==> config.mk <==
export PLATFORM = sky130hd
export DESIGN_NAME = serial_subtractor
export DESIGN_NICKNAME = d
export VERILOG_FILES = /design/src/rtl/serial_subtractor_pkg.sv /design/src/rtl/full_subtractor_1b.sv /design/src/rtl/serial_subtractor.sv
export SDC_FILE = /design/constraint.sdc
export NUM_CORES = 1
export LEC_CHECK = 0
export CAP_MARGIN = 20
export CORE_MARGIN = 10
export CORE_UTILIZATION = 47
export DETAILED_ROUTE_END_ITERATION = 10
export GPL_TIMING_DRIVEN = 1
export PLACE_DENSITY = 0.71
export SLEW_MARGIN = 10
export SYNTH_ARGS = -nofsm -noshare
export SYNTH_HDL_FRONTEND = slang
export SYNTH_HIERARCHICAL = 1
export SYNTH_SLANG_ARGS = --single-unit
==> constraint.sdc <==
create_clock -name clk -period 1.7 [get_ports clk]
set_clock_uncertainty 0.05 [all_clocks]
set_input_delay 0.255 -clock clk [delete_from_list [all_inputs] [get_ports clk]]
set_output_delay 0.255 -clock clk [all_outputs]
set_load 0.05 [all_outputs]
==> src/rtl/serial_subtractor_pkg.sv <==
// rtl/serial_subtractor_pkg.sv - FSM state encodings shared by the serial add/subtract datapaths
package serial_subtractor_pkg;

    typedef enum logic [1:0] {
        ST_IDLE = 2'd0,
        ST_RUN  = 2'd1,
        ST_DONE = 2'd2
    } state_t;

endpackage

==> src/rtl/full_subtractor_1b.sv <==
// rtl/full_subtractor_1b.sv - combinational 1-bit full subtractor cell
module full_subtractor_1b (
    input  logic a,
    input  logic b,
    input  logic bin,
    output logic d,
    output logic bout
);

    assign d    = a ^ b ^ bin;
    assign bout = (~a & b) | (~(a ^ b) & bin);

endmodule

==> src/rtl/serial_subtractor.sv <==
// rtl/serial_subtractor.sv - bit-serial a - b, LSB first, one bit per clock
module serial_subtractor
    import serial_subtractor_pkg::*;
#(
    parameter int WIDTH = 8
) (
    input  logic             clk,
    input  logic             rst,
    input  logic             start,
    input  logic [WIDTH-1:0] a,
    input  logic [WIDTH-1:0] b,
    output logic             busy,
    output logic             done,
    output logic [WIDTH-1:0] diff,
    output logic             borrow,
    output logic             zero
);

    localparam int CNT_W = $clog2(WIDTH + 1);
    localparam logic [CNT_W-1:0] CNT_LAST = CNT_W'(WIDTH - 1);

    state_t           state;
    state_t           state_nxt;
    logic [WIDTH-1:0] sa;
    logic [WIDTH-1:0] sb;
    logic [WIDTH-1:0] result;
    logic             bff;
    logic [CNT_W-1:0] cnt;
    logic             d_bit;
    logic             b_out;

    full_subtractor_1b u_fs (
        .a    (sa[0]),
        .b    (sb[0]),
        .bin  (bff),
        .d    (d_bit),
        .bout (b_out)
    );

    always_ff @(posedge clk) begin
        if (rst) begin
            state <= ST_IDLE;
        end else begin
            state <= state_nxt;
        end
    end

    always_comb begin
        state_nxt = state;
        busy      = 1'b0;
        case (state)
            ST_IDLE: begin
                if (start) begin
                    state_nxt = ST_RUN;
                end
            end
            ST_RUN: begin
                busy = 1'b1;
                if (cnt == CNT_LAST) begin
                    state_nxt = ST_DONE;
                end
            end
            ST_DONE: begin
                busy      = 1'b1;
                state_nxt = ST_IDLE;
            end
            default: state_nxt = ST_IDLE;
        endcase
    end

    // Result bits enter at the MSB, so after WIDTH shifts bit 0 holds the first difference bit.
    always_ff @(posedge clk) begin
        if (rst) begin
            sa     <= '0;
            sb     <= '0;
            result <= '0;
            bff    <= 1'b0;
            cnt    <= '0;
            done   <= 1'b0;
            diff   <= '0;
            borrow <= 1'b0;
            zero   <= 1'b0;
        end else begin
            done <= 1'b0;
            case (state)
                ST_IDLE: begin
                    if (start) begin
                        sa  <= a;
                        sb  <= b;
                        bff <= 1'b0;
                        cnt <= '0;
                    end
                end
                ST_RUN: begin
                    sa     <= sa >> 1;
                    sb     <= sb >> 1;
                    result <= {d_bit, result[WIDTH-1:1]};
                    bff    <= b_out;
                    cnt    <= cnt + CNT_W'(1);
                end
                ST_DONE: begin
                    done   <= 1'b1;
                    diff   <= result;
                    borrow <= bff;
                    zero   <= (result == '0);
                end
                default: begin
                end
            endcase
        end
    end

endmodule

==> reports/results.ini, run 1 <==
[critical_path]
start_kind = flop
critical_path_required_ps = 1870
critical_path_class = flop to flop
crit_fanout = 4
ff2ff_path_depth = 5
worstPathArrival_ps = 1760
end_kind = flop

[sta]
post-route-min-period_ps = 1590
tightestPinTransition_ps = 305
fin_crit_sh = 0.937
fmax_mhz = 628
timing.setup.tns_ps = 0
rsz0062_at_grt = no
timing.final.hold_violations = 0
relSlewSlack = 0.795
holdWs_ps = 410
report.final.slew_viol_count = 0
finalSetupViolations = 0
setup_ws_ps = 107

[finish]
final_cells = 266
ff_latch_area_um2 = 843
final_cell_mix = 40 x dfxtp_1, 34 x nor2_1, 33 x mux2i_1
layout_commonest_cell = dfxtp_1
fillers = 327
nets = 242
area_growth_pct = 26.8
fin_area_um2 = 2280
multiInputGateArea_um2 = 888
antennaDiodeCount = 0
drive_gt1_frac = 0.165

[grt]
grt_max_degree = 26
grt_pass1_vias = 1380
use_met2 = 0.193
grt_pass1_wl_um = 6340
met3_usage = 0.0426
gr-usage-met1 = 0.144
antenna_found_initial = 0
track_usage = 0.121
top_usage_layer = met2
grt-ovfl-total = 0

[floorplanning]
num_rows = 22
die_h_um = 81.8
start_util = 0.486
io_pins = 31
die_w_um = 81.8
core_area_um2 = 3690
dieArea_um2 = 6690

[cts]
clkSinkCount = 42
cts_tree = built
clk_latency_ps = 290
cts_root_buf = clkbuf_8
numCtsBuffers = 5
htreeDepth = 2
clock_path_buffers = 2
post_cts_buffers = 0
clk_pin_slew_ps = 70

[power_and_ir_drop]
irDropWorstVdd_mv = 0.656
p_int_mw = 1.67
powerDensity_nw_per_um2 = 1020
clockPowerShare = 0.279
power_frac_comb = 0.243
switchingPower_mw = 0.654
sequentialPowerShare = 0.478
swShare = 0.282
p_leak_nw = 0.875

[synthesis]
synth-compound-area-share = 0.105
yosys_warnings = 6
syn_nets = 208
syn_inst = 183
syn_avg_cell_area_um2 = 9.80
ys_seq_area_frac = 0.469
synth_cell_types = 26
synth_top_family_by_area = multiplexers
syn_area_um2 = 1790
yosys_register_bits = 42
synth-simple-area-share = 0.145
yosys.area_share.xor_xnor = 0
synthMuxAreaShare = 0.190
synthAdderAreaFrac = 0.0460

[placement]
gp_congestion = 0.768
port_buffers = 30
dp_hpwl_um = 2790
dp_cells = 258
pre_cts_slack_ps = 13.1
placed_area_um2 = 2170

[job]
maxCapViolations = 0

[route]
ant_nets = 0
drt_iter0_drc = 95
first_pass_iters = 4
drc = 0
wirelength_um = 3760
routed_via_density = 5.24
vias = 1394
wl_per_cell_um = 14.1

[min_path]
hold_class = flop to flop
holdPathStages = 2

[status]
status = completed

-- cell usage after synthesis, drive strengths merged --
cell type  count  share of area
nand4          1         0.0035
mux2           1         0.0063
nor2          34          0.071
o311ai         1         0.0049
clkbuf         7          0.015
nor2b          2         0.0070
a21boi         1         0.0042
fa             1          0.011
or2b           1         0.0042
mux2i         33           0.18
ha             5          0.035
dfxtp         42           0.47
nand3          4          0.011
a32oi          2         0.0098
inv            6          0.013
a21bo          1         0.0056
nand2b         3          0.010
nand3b         4          0.017
a211oi        15          0.063
a31oi          1         0.0035
a21oi          5          0.014
nand2          4         0.0084
buf            6          0.018
nor4           2         0.0070
or4b           1         0.0056
-- area by class of cell --
| cell class | instances | share of cell area |
|---|---|---|
| sequential | 42 | 0.371 |
| inverter | 6 | 0.00990 |
| timing repair buffer | 40 | 0.163 |
| clock buffer | 7 | 0.0379 |
| tap | 48 | 0.0264 |
| multi-input combinational | 122 | 0.390 |
| clock inverter | 1 | 0.00220 |
-- layer usage --
metal  share of wire  up-vias
li1                -      705
met1            0.44      658
met2            0.49       26
met3           0.051        5
met4           0.017        0
met5               0        -
-- timing repair --
item                                    4_1_cts  5_1_grt
hold buffers                                  0        0
endpoints found under the setup margin        0       16
resized for setup                             0        6
-- registers in the layout, summed over array words and instances (netlist names) --
signal	count
diff	8
result	8
sa	8
sb	8
cnt	4
state	2
bff	1
borrow	1
done	1
zero	1
-- critical path, stage by stage (launching register included) --
cell and delay (ps):
dfxtp_2 360, inv_1 80, ha_2 220, mux2i_1 130, or4b_1 510, a31oi_1 180
-- kinds of logic after synthesis --
| kind of cell | after synthesis |
|---|---|
| AOI/OAI and AO/OA | 26 |
| adders and majority gates | 6 |
| buffers and inverters | 19 |
| DFF | 42 |
| muxes | 34 |
| and+or+nand+nor | 56 |
-- final timing paths --
kind,startpoint,endpoint,slack [ps]
setup reg to reg,state[0],cnt[3],110
hold / removal,sb[7],sb[7],410
hold reg to reg,sb[7],sb[7],410
setup / recovery,state[0],cnt[3],110
-- power by group through the flow --
stage          combinational (mW)  clock (mW)  sequential (mW)
3_5_place_dp                0.551           0             1.13
6_report                    0.565       0.648             1.11
5_1_grt                     0.623       0.719             1.12
3_3_place_gp                0.532           0             1.12
4_1_cts                     0.555       0.669             1.11
2_1_floorplan               0.363           0             1.13
-- per-stage QoR --
stage               power [mW]  utilization
finish                    2.32        0.617
global route              2.46        0.617
CTS                       2.33        0.612
detailed placement        1.68        0.587
global placement          1.66        0.587
floorplan                 1.49            -
Power figures use the tool's default switching activity.
==> inputs of run 2 (changes only) <==
- CAP_MARGIN: 20 -> 25
==> results of run 2 <==
Same layout as run 1: the final DEF is identical, and so are final timing and power.
